[src/rtl/bus_mux_arb_pkg.sv]
// Shared definitions for the registered bus multiplexer/arbiter:
// mode encodings, output-stage state and a width helper.
package bus_pkg;

   localparam logic MODE_SEL = 1'b0;
   localparam logic MODE_RR  = 1'b1;

   typedef enum logic {
      EMPTY = 1'b0,
      FULL  = 1'b1
   } state_t;

   function automatic int clog2(input int n);
      int r;
      r = 0;
      for (int v = 1; v < n; v = v * 2) r++;
      return r;
   endfunction

endpackage

[src/rtl/bus_mux_arb_if.sv]
// Channel-side and sink-side handshake bundle of bus_mux_arb.
interface bus_mux_arb_if #(
   parameter int NCH = 8,
   parameter int W   = 8
);
   import bus_pkg::*;

   localparam int SELW = clog2(NCH);

   logic [NCH*W-1:0] in_data;
   logic [NCH-1:0]   in_valid;
   logic [NCH-1:0]   in_ready;
   logic             mode;
   logic [SELW-1:0]  sel;
   logic [W-1:0]     out_data;
   logic             out_valid;
   logic             out_ready;
   logic [SELW-1:0]  out_ch;

   modport master (
      output in_data, in_valid, mode, sel, out_ready,
      input  in_ready, out_data, out_valid, out_ch
   );

   modport slave (
      input  in_data, in_valid, mode, sel, out_ready,
      output in_ready, out_data, out_valid, out_ch
   );

endinterface

[src/rtl/bus_mux_arb_rr_pick.sv]
// Rotating-priority search: first set request after ptr, wrapping modulo NCH.
module rr_pick
   import bus_pkg::*;
#(
   parameter  int NCH  = 8,
   localparam int SELW = clog2(NCH)
) (
   input  logic [NCH-1:0]  req,
   input  logic [SELW-1:0] ptr,
   output logic [SELW-1:0] gnt_idx,
   output logic            gnt_any
);

   logic [SELW:0]   sum;
   logic [SELW-1:0] idx;

   // Walk from the farthest offset to the nearest so the nearest hit wins.
   always_comb begin
      gnt_idx = '0;
      gnt_any = 1'b0;
      sum     = '0;
      idx     = '0;
      for (int k = NCH; k >= 1; k--) begin
         sum = {1'b0, ptr} + (SELW+1)'(k);
         if (sum >= (SELW+1)'(NCH)) sum = sum - (SELW+1)'(NCH);
         idx = sum[SELW-1:0];
         if (req[idx]) begin
            gnt_idx = idx;
            gnt_any = 1'b1;
         end
      end
   end

endmodule

[src/rtl/bus_mux_arb.sv]
// Registered N-channel bus mux with explicit-select and round-robin modes
// feeding a single-entry output stage.
module bus_mux_arb
   import bus_pkg::*;
#(
   parameter int NCH = 8,
   parameter int W   = 8
) (
   input logic          clk,
   input logic          rst,
   bus_mux_arb_if.slave bus
);

   localparam int SELW = clog2(NCH);

   state_t          state_q, state_d;
   logic [W-1:0]    data_q, data_d;
   logic [SELW-1:0] ch_q, ch_d;
   logic [SELW-1:0] ptr_q, ptr_d;

   logic [SELW-1:0] rr_idx;
   logic            rr_any;
   logic            sel_any;
   logic            cand_any;
   logic [SELW-1:0] cand_idx;
   logic [W-1:0]    cand_data;
   logic            ld;
   logic [NCH-1:0]  ready_vec;

   rr_pick #(.NCH(NCH)) u_pick (
      .req     (bus.in_valid),
      .ptr     (ptr_q),
      .gnt_idx (rr_idx),
      .gnt_any (rr_any)
   );

   // A select value beyond NCH-1 simply never matches a channel.
   always_comb begin
      sel_any   = 1'b0;
      cand_data = '0;
      ready_vec = '0;
      state_d   = state_q;
      data_d    = data_q;
      ch_d      = ch_q;
      ptr_d     = ptr_q;

      for (int i = 0; i < NCH; i++)
         if (bus.sel == SELW'(i) && bus.in_valid[i]) sel_any = 1'b1;

      cand_idx = (bus.mode == MODE_RR) ? rr_idx : bus.sel;
      cand_any = (bus.mode == MODE_RR) ? rr_any : sel_any;

      for (int i = 0; i < NCH; i++)
         if (cand_idx == SELW'(i)) cand_data = bus.in_data[i*W +: W];

      ld = (state_q == EMPTY) || bus.out_ready;

      if (ld && cand_any && !rst)
         for (int i = 0; i < NCH; i++)
            if (cand_idx == SELW'(i)) ready_vec[i] = 1'b1;

      if (ld) begin
         if (cand_any) begin
            state_d = FULL;
            data_d  = cand_data;
            ch_d    = cand_idx;
            if (bus.mode == MODE_RR) ptr_d = cand_idx;
         end else begin
            state_d = EMPTY;
         end
      end
   end

   // ptr resets to the last channel so the first round-robin search starts at 0.
   always_ff @(posedge clk or posedge rst) begin
      if (rst) begin
         state_q <= EMPTY;
         data_q  <= '0;
         ch_q    <= '0;
         ptr_q   <= SELW'(NCH - 1);
      end else begin
         state_q <= state_d;
         data_q  <= data_d;
         ch_q    <= ch_d;
         ptr_q   <= ptr_d;
      end
   end

   assign bus.in_ready  = ready_vec;
   assign bus.out_valid = (state_q == FULL);
   assign bus.out_data  = data_q;
   assign bus.out_ch    = ch_q;

endmodule

[src/flat_wrapper.sv]
// flat-port wrapper written by rule: the top's interface ports become plain ports
module bus_mux_arb_flat import bus_pkg::*;
#(
   parameter int NCH = 8,
   parameter int W   = 8
)
  (clk, rst, bus_in_data, bus_in_valid, bus_mode, bus_sel, bus_out_ready, bus_in_ready, bus_out_data, bus_out_valid, bus_out_ch);
  bus_mux_arb_if #(.NCH(NCH), .W(W)) bus_i ();
  input logic clk;
  input logic rst;
  input wire logic [$bits(bus_i.in_data)-1:0] bus_in_data;
  input wire logic [$bits(bus_i.in_valid)-1:0] bus_in_valid;
  input wire logic [$bits(bus_i.mode)-1:0] bus_mode;
  input wire logic [$bits(bus_i.sel)-1:0] bus_sel;
  input wire logic [$bits(bus_i.out_ready)-1:0] bus_out_ready;
  output wire logic [$bits(bus_i.in_ready)-1:0] bus_in_ready;
  output wire logic [$bits(bus_i.out_data)-1:0] bus_out_data;
  output wire logic [$bits(bus_i.out_valid)-1:0] bus_out_valid;
  output wire logic [$bits(bus_i.out_ch)-1:0] bus_out_ch;
  assign bus_i.in_data = bus_in_data;
  assign bus_i.in_valid = bus_in_valid;
  assign bus_i.mode = bus_mode;
  assign bus_i.sel = bus_sel;
  assign bus_i.out_ready = bus_out_ready;
  assign bus_in_ready = bus_i.in_ready;
  assign bus_out_data = bus_i.out_data;
  assign bus_out_valid = bus_i.out_valid;
  assign bus_out_ch = bus_i.out_ch;
  bus_mux_arb #(.NCH(NCH), .W(W)) u_core (.clk(clk), .rst(rst), .bus(bus_i));
endmodule
[config.mk]
export PLATFORM = sky130hd
export DESIGN_NAME = bus_mux_arb_flat
export DESIGN_NICKNAME = d
export VERILOG_FILES = /design/src/rtl/bus_mux_arb_pkg.sv /design/src/rtl/bus_mux_arb_if.sv /design/src/rtl/bus_mux_arb_rr_pick.sv /design/src/rtl/bus_mux_arb.sv /design/src/flat_wrapper.sv
export SDC_FILE = /design/constraint.sdc
export NUM_CORES = 1
export LEC_CHECK = 0
export BUFFER_PORTS_ARGS = -buffer_cell sky130_fd_sc_hd__buf_2
export CORE_ASPECT_RATIO = 0.8
export CORE_MARGIN = 2
export CORE_UTILIZATION = 28
export CTS_CLUSTER_DIAMETER = 120
export DETAILED_ROUTE_END_ITERATION = 16
export GPL_TIMING_DRIVEN = 0
export PLACE_DENSITY = 0.53
export SYNTH_ARGS = -nofsm -noshare
export SYNTH_HDL_FRONTEND = slang
export SYNTH_SLANG_ARGS = --single-unit
[constraint.sdc]
create_clock -name clk -period 4.09 [get_ports clk]
set_input_delay 0.409 -clock clk [delete_from_list [all_inputs] [get_ports clk]]
set_output_delay 0.409 -clock clk [all_outputs]
set_load 0.03 [all_outputs]
==> metrics.log, run 1 <==
[metrics] first-pass GRT wire length: approximately 16,000 µm
[metrics] DRC errors left: 0
[metrics] Final Wtd Congestion: 0.885
[metrics] area of the mapped netlist: 2830 µm²
[metrics] final worst setup slack: -0.0197 ns
[metrics] H-tree levels: 1
[metrics] critical path fanouts, max: 7
[metrics] clock root buffer master: sky130_fd_sc_hd__clkbuf_16
[metrics] clock latency on the worst-skew pair: 0.25 ns
[metrics] portion of synthesized cell area occupied by the leading cell type: 11.2%
[metrics] nets@finish: 537
[metrics] max cap viols: 0
[metrics] DP Wirelength: 8030 µm
[metrics] number of vias in the routed layout: 3,268
[metrics] die outline area: 10,900 µm²
[metrics] Antenna Cells: 0
[metrics] number of placement rows: 32
[metrics] fraction of final layout cells sized beyond drive strength 1: 42.9%
[metrics] flops & latches, synth: 15
[metrics] count of flip-flops with a built-in enable after synthesis: 0
[metrics] time the final worst path needs with I/O delays and setup: 4.11 ns
[metrics] most common library cell in the layout ignoring fill and taps: sky130_fd_sc_hd__buf_2
[metrics] power after layout: around 3.7 mW
[metrics] final count of hold timing violations: 0
[metrics] DRT Wirelength: 10,600 µm
[metrics] Crit Path Category: reg -> out
[metrics] Clock transition at path regs: about 0.05 ns
[metrics] pins over their slew limit: 0
[metrics] count of buffers inserted at the top-level ports: 93
[metrics] cell type with the largest total area after synthesis: sky130_fd_sc_hd__mux4_2
[metrics] count of nets left with antenna violations after detail routing: 0
[metrics] count of different cell masters after synthesis: 57
[metrics] WP data required: 3.68 ns
[metrics] Final period util: 100%
[metrics] total core area: 9730 µm²
[metrics] synthesized instance count: 344
[metrics] M1 wire length: roughly 4700 µm
[metrics] Worst VDD drop: 0.335 mV
[metrics] violated checks: negative setup slack
[metrics] most frequent cells in the layout: sky130_fd_sc_hd__buf_2, sky130_fd_sc_hd__nand2_1, sky130_fd_sc_hd__inv_1
[metrics] length of routed met3 wiring: 893 µm
[metrics] fraction of the yosys area taken by sequential cells: 13.4%
[metrics] clock buffers created by TritonCTS: 3
[metrics] Starting Density: 29.0%
[metrics] maximum buffer depth of the clock tree: 2
[metrics] Via-to-Cell Ratio: about 5.5
[metrics] post-detailed-route wirelength per cell: 18.0 µm
[metrics] synth-to-layout area growth: 38.3%
[metrics] status: finished with violations
[metrics] GRT overflow: 0
[metrics] via count of the first global-routing pass: 3,101
[metrics] total of endpoints with negative setup slack in the final report: 1
[metrics] number of ports placed on the die boundary: 99
[metrics] worst slew slack as a fraction of its limit: between 50% and 60%
[metrics] crit path launch type: flip-flop
[metrics] setup total negative slack: -0.0197 ns
[metrics] largest clock skew in the final design: 0.00247 ns
[metrics] Vert. Die Dim: ~94 µm
[metrics] maximum number of pins on one net before global-route repair: 16
[metrics] iteration-0 DRC count of the detailed router: 238
[metrics] most used flip-flop cell after synthesis: sky130_fd_sc_hd__dfrtp_1
[metrics] highest achievable clock rate: 243 MHz
[metrics] antenna violations before repair: 0
[metrics] critical path capture point type: output port
[metrics] Post-Synthesis Mean Instance Area: 8.21 µm²
[metrics] total clock sinks: 15
[metrics] Post-Synthesis Net Count: roughly 430
[metrics] classification of the worst-slack hold path: in -> async
[metrics] cts-stage hold buffer count: 0
[metrics] highest routed metal layer: met4
[metrics] Global Route Usage Sum: 18.9%
[metrics] CTS tree: yes
[metrics] total iterations of the first detailed-routing run: 6
[metrics] leading post-synthesis cells by cell area: sky130_fd_sc_hd__mux4_2, sky130_fd_sc_hd__dfrtp_1, sky130_fd_sc_hd__mux2_4
[metrics] Arrival @ worst endpoint: 3.70 ns
[metrics] Leakage Power: 1.66 nW
[metrics] x dimension of the die: approximately 120 µm
[metrics] wire length on met2: 4870 µm
[metrics] share of synthesized flip-flops with an asynchronous set or reset: 100%
[metrics] Power per Cell Area: 956 nW/µm²
[metrics] unrepaired setup endpoints after global routing: true
[metrics] slew at the pin with the worst max-slew slack: around 0.7 ns
[metrics] Syn. warnings: 0
final timing paths:
kind / cells past startpoint / slack (ns) / endpoint / startpoint
worst min register to register: 2 / 0.50 / u_core.bus.out_ch[2] / u_core.bus.out_ch[2]
min in group clk: 3 / 0.45 / u_core.bus.out_valid / bus_out_ready
max in group asynchronous: 2 / 3.49 / u_core.bus.out_ch[1] / rst
worst min-delay path: 2 / 0.22 / u_core.bus.out_data[3] / rst
worst max-delay path: 13 / -0.02 / bus_in_ready[1] / u_core.ptr_q[0]
worst max register to register: 15 / 0.10 / u_core.bus.out_data[7] / u_core.ptr_q[0]
critical path, stage by stage, from the launching register on:
cell                        delay [ns]
sky130_fd_sc_hd__dfstp_2          0.55
sky130_fd_sc_hd__buf_8            0.12
sky130_fd_sc_hd__clkinv_8         0.04
sky130_fd_sc_hd__ha_4             0.28
sky130_fd_sc_hd__buf_8            0.12
sky130_fd_sc_hd__mux2_4           0.31
sky130_fd_sc_hd__mux4_2           0.54
sky130_fd_sc_hd__a2111oi_4        0.39
sky130_fd_sc_hd__o32ai_2          0.16
sky130_fd_sc_hd__o21a_2           0.27
sky130_fd_sc_hd__buf_8            0.13
sky130_fd_sc_hd__nand2b_4         0.17
sky130_fd_sc_hd__nor3_4           0.21
sky130_fd_sc_hd__buf_6            0.15
cell usage after synthesis (all sizes together) (2+ instances only):
cell type  instances
nand3              3
a311o              2
o31ai              8
o221ai             8
nor2              21
ha                 2
a221oi             4
buf               14
nor4               2
a211o             10
a311oi             2
xnor2              2
mux4              14
o21ai             10
dfrtp             12
a211oi             2
o211ai             8
clkbuf            21
nand3b             8
nor3               9
xor2               2
a21o               2
a221o              2
mux2i             13
nand2b             4
a21oi             20
a31oi             12
mux2              26
nand2             28
dfstp              3
and2              11
nor2b              3
nand4              5
inv               24
a32oi              9
o21a               5
stage by stage:
stage          cell area [µm²]  hold WS, ns  worst slack (ns)  std cells  util, %
2_1_floorplan             2890        0.308            0.0423        344        -
3_3_place_gp              3520        0.480            -0.322        573     36.2
3_5_place_dp              3520        0.474            -0.312        573     36.2
4_1_cts                   3740        0.249           0.00122        584     38.5
5_1_grt                   3910        0.274            -0.110        591     40.2
6_report                  3910        0.220           -0.0197        591     40.2
flip-flops by register name, summed over array words and instances, names as in the netlist:
register              cells
u_core.bus.out_ch         3
u_core.bus.out_data       8
u_core.bus.out_valid      1
u_core.ptr_q              3
power by group:
group | leakage (nW) | internal (mW) | switching (mW)
logic | 1.44 | 1.41 | 1.86
registers | 0.178 | 0.227 | 0.0408
clock network | 0.0382 | 0.132 | 0.0625
total | 1.66 | 1.77 | 1.96
per-layer routing:
layer	GRT usage, %	up-vias
met3	3.61	14
met1	27.0	1565
met2	29.3	142
li1	-	1547
met4	4.86	0
met5	0	-
repair_timing:
item                       in CTS  in global routing
gates cloned                    0                  0
pin swaps                       5                 19
setup endpoints to repair      16                 16
resized for setup              24                 37
setup buffers                   8                 10
kinds of logic (layout without fill, tap and decap cells):
group	count (synthesis)	in the layout	share of synthesized area, %
AOI/OAI and AO/OA	111	111	28.6
xor gates and xnor gates	4	4	1.24
adders and majority gates	2	2	0.886
buffers and inverters	59	170	10.1
DFF	15	15	13.4
muxes	53	53	27.5
and+or+nand+nor	100	100	18.2
cell type report:
class	count	area, µm²
buffer	31	194
fill	986	5820
clock buffer	4	78.8
timing repair buffer	111	647
inverter	24	103
tap	136	170
sequential	15	379
multi-input combinational	270	2340
Note: power is estimated with default switching activity, not from simulation.
==> run 2, diff against run 1 <==
Settings changed: ABC_AREA set to 1, PLACE_DENSITY 0.53 to 0.56.
==> run 2 against run 1 <==
Net effect:
- the run now ends clean
- clock skew increased by 0.0031 ns
- synthesized cell count increased by 4.1%
- clock power decreased by 40%
- die area decreased by 24%
- global-route usage decreased by 1.5 points
- first-iteration DRC count decreased by 23%
- count of clock-buffer cells in the layout decreased by 1
- largest cell class unchanged
- critical endpoint is now bus_in_ready[7]
==> metrics.log, run 2 <==
[metrics] status: completed
[metrics] cell with the most instances after synthesis: sky130_fd_sc_hd__nand2_1
[metrics] antenna violations before repair: 0
[metrics] number of placement rows: 28
[metrics] clock buffers created by TritonCTS: 3
[metrics] pins over their slew limit: 0
[metrics] Crit Path Category: reg -> out
[metrics] critical path capture point type: output port
[metrics] via count of the first global-routing pass: about 2,400
[metrics] part of the total power dissipated in combinational logic: 85.8%
[metrics] final core utilization: 37.7%
[metrics] capturing point of the worst reg2reg path: u_core.bus.out_data[5]
[metrics] synth-to-layout area growth: 30.8%
[metrics] Final Wtd Congestion: 0.901
[metrics] portion of synthesized cell area occupied by the leading cell type: ~19%
[metrics] worst r2r src: u_core.ptr_q[1]
[metrics] area of the mapped netlist: 2120 µm²
[metrics] count of different cell masters after synthesis: 30
[metrics] sequential fraction of design power: 10.0%
[metrics] flops & latches, synth: 15
[metrics] Post-CTS Setup Repair Bufs: 0
[metrics] Worst VDD drop: between 0.3 and 0.4 mV
[metrics] cell type with the largest total area after synthesis: sky130_fd_sc_hd__nand2_1
[metrics] first-pass GRT wire length: 11,600 µm
[metrics] max cap viols: 0
[metrics] highest achievable clock rate: 262 MHz
[metrics] Power per Cell Area: 1010 nW/µm²
[metrics] Final period util: 93.2%
[metrics] most frequent cells in the layout: sky130_fd_sc_hd__nand2_1, sky130_fd_sc_hd__buf_2, sky130_fd_sc_hd__nor2_1
[metrics] Global Route Usage Sum: 17.4%
[metrics] count of flip-flops with a built-in enable after synthesis: 0
[metrics] slew at the pin with the worst max-slew slack: 0.590 ns
[metrics] classification of the worst-slack hold path: in -> async
[metrics] total core area: 7360 µm²
[metrics] Vert. Die Dim: roughly 82 µm
[metrics] slack of the worst reg-to-reg path: 0.80 ns
[metrics] clock root buffer master: sky130_fd_sc_hd__clkbuf_8
[metrics] nets@finish: 542
[metrics] most common library cell in the layout ignoring fill and taps: sky130_fd_sc_hd__nand2_1
[metrics] worst slew slack as a fraction of its limit: 60.6%
[metrics] fraction of final layout cells sized beyond drive strength 1: 32.4%
[metrics] unrepaired setup endpoints after global routing: false
[metrics] Post-Synthesis Mean Instance Area: 5.93 µm²
[metrics] x dimension of the die: just over 100 µm
[metrics] cells on worst reg2reg path: 22
[metrics] flip-flop count of the largest register, all copies and words added: 8
[metrics] H-tree levels: 1
[metrics] leading post-synthesis cells by cell area: sky130_fd_sc_hd__nand2_1, sky130_fd_sc_hd__dfrtp_1, sky130_fd_sc_hd__nand3_1
[metrics] largest clock skew in the final design: 0.00560 ns
[metrics] total clock sinks: 15
[metrics] final count of hold timing violations: 0
[metrics] die outline area: 8300 µm²
[metrics] share of synthesized flip-flops with an asynchronous set or reset: 100%
[metrics] Clock transition at path regs: 0.06 ns
[metrics] Synth top cells by count: sky130_fd_sc_hd__nand2_1, sky130_fd_sc_hd__nor2_1, sky130_fd_sc_hd__nand3_1
[metrics] critical path fanouts, max: 10
[metrics] power after layout: 2.80 mW
[metrics] count of buffers inserted at the top-level ports: a little under 100
[metrics] cts-stage hold buffer count: 0
[metrics] DRT Wirelength: 7570 µm
[metrics] number of ports placed on the die boundary: 99
[metrics] CTS tree: yes
[metrics] iteration-0 DRC count of the detailed router: roughly 180
[metrics] DP Wirelength: 6200 µm
[metrics] portion of total power attributed to the clock network: 4.2%
[metrics] synthesized instance count: 358
[metrics] Post-Synthesis Net Count: 439
[metrics] Worst setup startpoint: u_core.ptr_q[1]
[metrics] DRC errors left: 0
[metrics] Syn. warnings: 0
[metrics] Non-Filler Instances: 550
[metrics] maximum buffer depth of the clock tree: 2
[metrics] Arrival @ worst endpoint: 3.40 ns
[metrics] switching power of the nets: 1.73 mW
[metrics] Cell Count Post-Placement: 546
[metrics] maximum number of pins on one net before global-route repair: 17
[metrics] count of nets left with antenna violations after detail routing: 0
[metrics] fraction of the yosys area taken by sequential cells: 17.9%
[metrics] time the final worst path needs with I/O delays and setup: 3.81 ns
[metrics] total of endpoints with negative setup slack in the final report: 0
[metrics] clock latency on the worst-skew pair: 0.24 ns
[metrics] Via-to-Cell Ratio: 4.95
[metrics] internal power: 1.07 mW
[metrics] total iterations of the first detailed-routing run: 5
[metrics] Leakage Power: 1.53 nW
[metrics] crit path launch type: flip-flop
[metrics] WP data required: 3.68 ns
[metrics] number of vias in the routed layout: about 2,700
[metrics] post-detailed-route wirelength per cell: between 10 and 15 µm
[metrics] Antenna Cells: 0
[metrics] most used flip-flop cell after synthesis: sky130_fd_sc_hd__dfrtp_1
[metrics] Resize count post-CTS: 0
[metrics] GRT overflow: 0
[metrics] fraction of power spent switching nets: 61.9%
[metrics] setup total negative slack: 0 ns
[metrics] Critical Path Sink: bus_in_ready[7]
[metrics] Starting Density: 28.8%
[run 2: power groups by stage]
stage               logic (mW)  clock network [mW]  registers (mW)
floorplan                 1.71                   0           0.380
global placement          2.36                   0           0.280
detailed placement        2.37                   0           0.281
CTS                       2.38               0.120           0.281
global route              2.70               0.128           0.290
finish                    2.40               0.117           0.281
[run 2: worst max-delay path: stages, from the launching register on]
cell and delay [ns]:
sky130_fd_sc_hd__dfstp_2 0.63, sky130_fd_sc_hd__inv_2 0.14, sky130_fd_sc_hd__ha_2 0.43, sky130_fd_sc_hd__inv_2 0.10, sky130_fd_sc_hd__nand3_1 0.12, sky130_fd_sc_hd__nand3_1 0.12
sky130_fd_sc_hd__nand2_1 0.10, sky130_fd_sc_hd__nand3_2 0.07, sky130_fd_sc_hd__nand2_1 0.06, sky130_fd_sc_hd__nand2_1 0.05, sky130_fd_sc_hd__nand2_1 0.06, sky130_fd_sc_hd__nand2_1 0.05
sky130_fd_sc_hd__nand2_1 0.10, sky130_fd_sc_hd__nand2_2 0.08, sky130_fd_sc_hd__nand2_4 0.10, sky130_fd_sc_hd__nand2_8 0.09, sky130_fd_sc_hd__nor3_4 0.43, sky130_fd_sc_hd__inv_4 0.11
sky130_fd_sc_hd__nor2_1 0.10, sky130_fd_sc_hd__buf_2 0.21
[run 2: layer usage]
metal | up-vias | GRT usage (%) | routed length [µm] | part of all wire (%)
met1 | 1249 | 27.0 | 3740 | 49
met3 | 4 | 0.936 | 419 | 5.5
met4 | 0 | 2.70 | 43 | 0.57
met2 | 77 | 26.9 | 3360 | 44
met5 | - | 0 | 0 | 0
li1 | 1394 | - | - | -
[run 2: cell type report]
| cell class | instances | area [µm²] |
|---|---|---|
| Clock inverter | 1 | 5.00 |
| Clock buffer | 3 | 41.3 |
| Inverter | 41 | 159 |
| Sequential cell | 15 | 379 |
| Tap cell | 90 | 113 |
| Timing Repair Buffer | 98 | 493 |
| Fill cell | 853 | 4580 |
| Multi-Input combinational cell | 291 | 1500 |
| Buffer | 11 | 86.3 |
[run 2: how the worst min path moves through the flow]
| stage | startpoint | to | depth (start not counted) |
|---|---|---|---|
| after floorplan | rst | u_core.bus.out_ch[0] | 1 |
| after global placement | u_core.bus.out_data[5] | u_core.bus.out_data[5] | 2 |
| after detailed placement | u_core.bus.out_data[4] | u_core.bus.out_data[4] | 2 |
| after CTS | rst | u_core.bus.out_ch[2] | 2 |
| after global routing | rst | u_core.bus.out_valid | 2 |
| final | rst | u_core.bus.out_ch[2] | 2 |
[run 2: cells by family (layout without fill, tap and decap cells)]
family	after synthesis	after routing	synth area share [%]
XOR/XNOR	1	1	0.767
AND/OR/NAND/NOR	256	256	59.1
flip-flops	15	15	17.9
buffers and inverters	52	154	11.6
AO/OA/AOI/OAI	32	32	9.49
adder cells (fa/ha/maj)	2	2	1.18
[run 2: per-stage QoR]
| stage | hold slack, ns | cell area, µm² | setup WS [ns] |
|---|---|---|---|
| 3_5_place_dp | 0.463 | 2730 | 0.555 |
| 6_report | 0.223 | 2780 | 0.279 |
| 5_1_grt | 0.271 | 2780 | 0.0594 |
| 2_1_floorplan | 0.317 | 2120 | 0.486 |
| 4_1_cts | 0.251 | 2770 | 0.289 |
| 3_3_place_gp | 0.459 | 2730 | 0.535 |
==> run 3, diff against run 2 <==
Settings changed: GPL_TIMING_DRIVEN 0 to not set, PLACE_DENSITY 0.56 to 0.54.
Clock period 4.09 ns to 4.65 ns, I/O delays scaled along.
==> run 3 against run 2 <==
Net effect:
- power decreased by 16%
- final cell count down 2.0%
- sequential power is 5% lower
- die area unchanged
- setup slack improved by 0.47 ns
- highest routed layer unchanged
- critical path type unchanged
- sequential share of layout area is 0.46 points higher
==> metrics.log, run 3 (synthesis gave the netlist of run 2 again) <==
[metrics] status: completed
[metrics] DP Wirelength: between 6000 and 7000 µm
[metrics] Via-to-Cell Ratio: 5.11
[metrics] Worst setup startpoint: u_core.ptr_q[0]
[metrics] DRC errors left: 0
[metrics] synth-to-layout area growth: 26.5%
[metrics] maximum number of pins on one net before global-route repair: 35
[metrics] largest clock skew in the final design: 0.00964 ns
[metrics] Arrival @ worst endpoint: about 3.4 ns
[metrics] number of placement rows: 28
[metrics] die outline area: 8300 µm²
[metrics] slew at the pin with the worst max-slew slack: 0.657 ns
[metrics] final count of hold timing violations: 0
[metrics] time the final worst path needs with I/O delays and setup: 3.90 ns
[metrics] clock buffers created by TritonCTS: 3
[metrics] critical path fanouts, max: 13
[metrics] cells on worst reg2reg path: 22
[metrics] total iterations of the first detailed-routing run: 5
[metrics] Final Wtd Congestion: 0.933
[metrics] worst slew slack as a fraction of its limit: 56.2%
[metrics] slack of the worst reg-to-reg path: around 1.1 ns
[metrics] max cap viols: 0
[metrics] flip-flop count of the largest register, all copies and words added: 8
[metrics] H-tree levels: 1
[metrics] total clock sinks: 15
[metrics] capturing point of the worst reg2reg path: u_core.bus.out_data[4]
[metrics] Critical Path Sink: bus_in_ready[7]
[metrics] Resize count post-CTS: 0
[metrics] nets@finish: 531
[metrics] Clock transition at path regs: approximately 0.070 ns
[metrics] worst r2r src: u_core.ptr_q[0]
[metrics] Vert. Die Dim: 81.9 µm
[metrics] most common library cell in the layout ignoring fill and taps: sky130_fd_sc_hd__nand2_1
[metrics] number of vias in the routed layout: 2,755
[metrics] clock root buffer master: sky130_fd_sc_hd__clkbuf_8
[metrics] Worst VDD drop: 0.231 mV
[metrics] Antenna Cells: 0
[metrics] DRT Wirelength: 7560 µm
[metrics] classification of the worst-slack hold path: in -> async
[metrics] crit path launch type: flip-flop
[metrics] post-detailed-route wirelength per cell: about 14 µm
[metrics] Starting Density: 28.8%
[metrics] critical path capture point type: output port
[metrics] most frequent cells in the layout: sky130_fd_sc_hd__nand2_1, sky130_fd_sc_hd__buf_2, sky130_fd_sc_hd__nor2_1
[metrics] x dimension of the die: 101 µm
[metrics] Power per Cell Area: 877 nW/µm²
[metrics] CTS tree: yes
[metrics] Crit Path Category: reg -> out
[metrics] Global Route Usage Sum: 17.2%
[metrics] Leakage Power: ~1.5 nW
[metrics] number of ports placed on the die boundary: 99
[metrics] total of endpoints with negative setup slack in the final report: 0
[metrics] iteration-0 DRC count of the detailed router: 297
[metrics] clock latency on the worst-skew pair: 0.25 ns
[metrics] GRT overflow: 0
[metrics] setup total negative slack: 0 ns
[metrics] Final period util: roughly 84%
[metrics] unrepaired setup endpoints after global routing: false
[metrics] antenna violations before repair: 0
[metrics] fraction of final layout cells sized beyond drive strength 1: 30.7%
[metrics] WP data required: 4.18 ns
[metrics] power after layout: 2.36 mW
[metrics] cts-stage hold buffer count: 0
[metrics] maximum buffer depth of the clock tree: 2
[metrics] count of buffers inserted at the top-level ports: around 100
[metrics] count of nets left with antenna violations after detail routing: 0
[metrics] via count of the first global-routing pass: 2,263
[metrics] Post-CTS Setup Repair Bufs: 0
[metrics] first-pass GRT wire length: 11,400 µm
[metrics] total core area: 7360 µm²
[metrics] area used by sequential logic in the layout: 379 µm²
[metrics] pins over their slew limit: 0
[metrics] highest achievable clock rate: 256 MHz
[metrics] area of the multi-input gates: between 1000 and 1500 µm²
[metrics] Filler cells: 835
[metrics] final core utilization: a little over a third
run 3: worst min path at each step:
| stage | slack [ns] | to | depth (start not counted) |
|---|---|---|---|
| after floorplan | 0.37 | u_core.bus.out_ch[0] | 1 |
| after global placement | 0.46 | u_core.bus.out_data[5] | 2 |
| after detailed placement | 0.47 | u_core.bus.out_data[5] | 2 |
| after CTS | 0.31 | u_core.bus.out_valid | 2 |
| after global routing | 0.35 | u_core.bus.out_valid | 2 |
| final | 0.29 | u_core.bus.out_valid | 2 |
run 3: metrics by stage:
stage                     std cells  setup WS, ns  hold slack [ns]  cell area [µm²]
after floorplan                 358         0.990            0.373             2120
after global placement          535          1.10            0.460             2640
after detailed placement        535          1.08            0.467             2640
after CTS                       539         0.787            0.314             2690
after global routing            539         0.435            0.346             2690
final                           539         0.745            0.288             2690
run 3: power by group:
| part | internal [mW] | leakage (nW) | switching, mW |
|---|---|---|---|
| clock | 0.0594 | 0.0255 | 0.0518 |
| combinational | 0.592 | 1.27 | 1.38 |
| sequential | 0.205 | 0.178 | 0.0633 |
run 3: critical path: stages, from the launching register on:
cell	delay, ns
sky130_fd_sc_hd__dfstp_2	0.66
sky130_fd_sc_hd__inv_2	0.13
sky130_fd_sc_hd__ha_1	0.40
sky130_fd_sc_hd__inv_2	0.15
sky130_fd_sc_hd__nand3_1	0.13
sky130_fd_sc_hd__nand3_1	0.12
sky130_fd_sc_hd__nand2_2	0.09
sky130_fd_sc_hd__nor2_1	0.11
sky130_fd_sc_hd__nand2_1	0.06
sky130_fd_sc_hd__nand3_1	0.06
sky130_fd_sc_hd__nand2_1	0.05
sky130_fd_sc_hd__nand2_1	0.06
sky130_fd_sc_hd__nand2_1	0.05
sky130_fd_sc_hd__nand2_1	0.12
sky130_fd_sc_hd__a21oi_4	0.15
sky130_fd_sc_hd__nor3_4	0.42
sky130_fd_sc_hd__inv_4	0.10
sky130_fd_sc_hd__nor2_1	0.09
sky130_fd_sc_hd__buf_2	0.21
run 3: per-layer routing:
| metal | share of wire [%] | vias to the layer above | track usage [%] |
|---|---|---|---|
| met3 | 5.4 | 6 | 1.36 |
| met5 | 0 | - | 0 |
| li1 | - | 1377 | - |
| met2 | 45 | 113 | 24.8 |
| met1 | 49 | 1259 | 27.5 |
| met4 | 0.94 | 0 | 3.38 |
run 3: cell type report:
type                    count  share of cell area [%]
well taps                  90                    4.19
flip-flops and latches     15                    14.1
inverters                  41                    5.92
multi-input cells         291                    55.8
clock inverters             1                   0.186
repair buffers             98                    18.3
clock buffers               3                    1.54
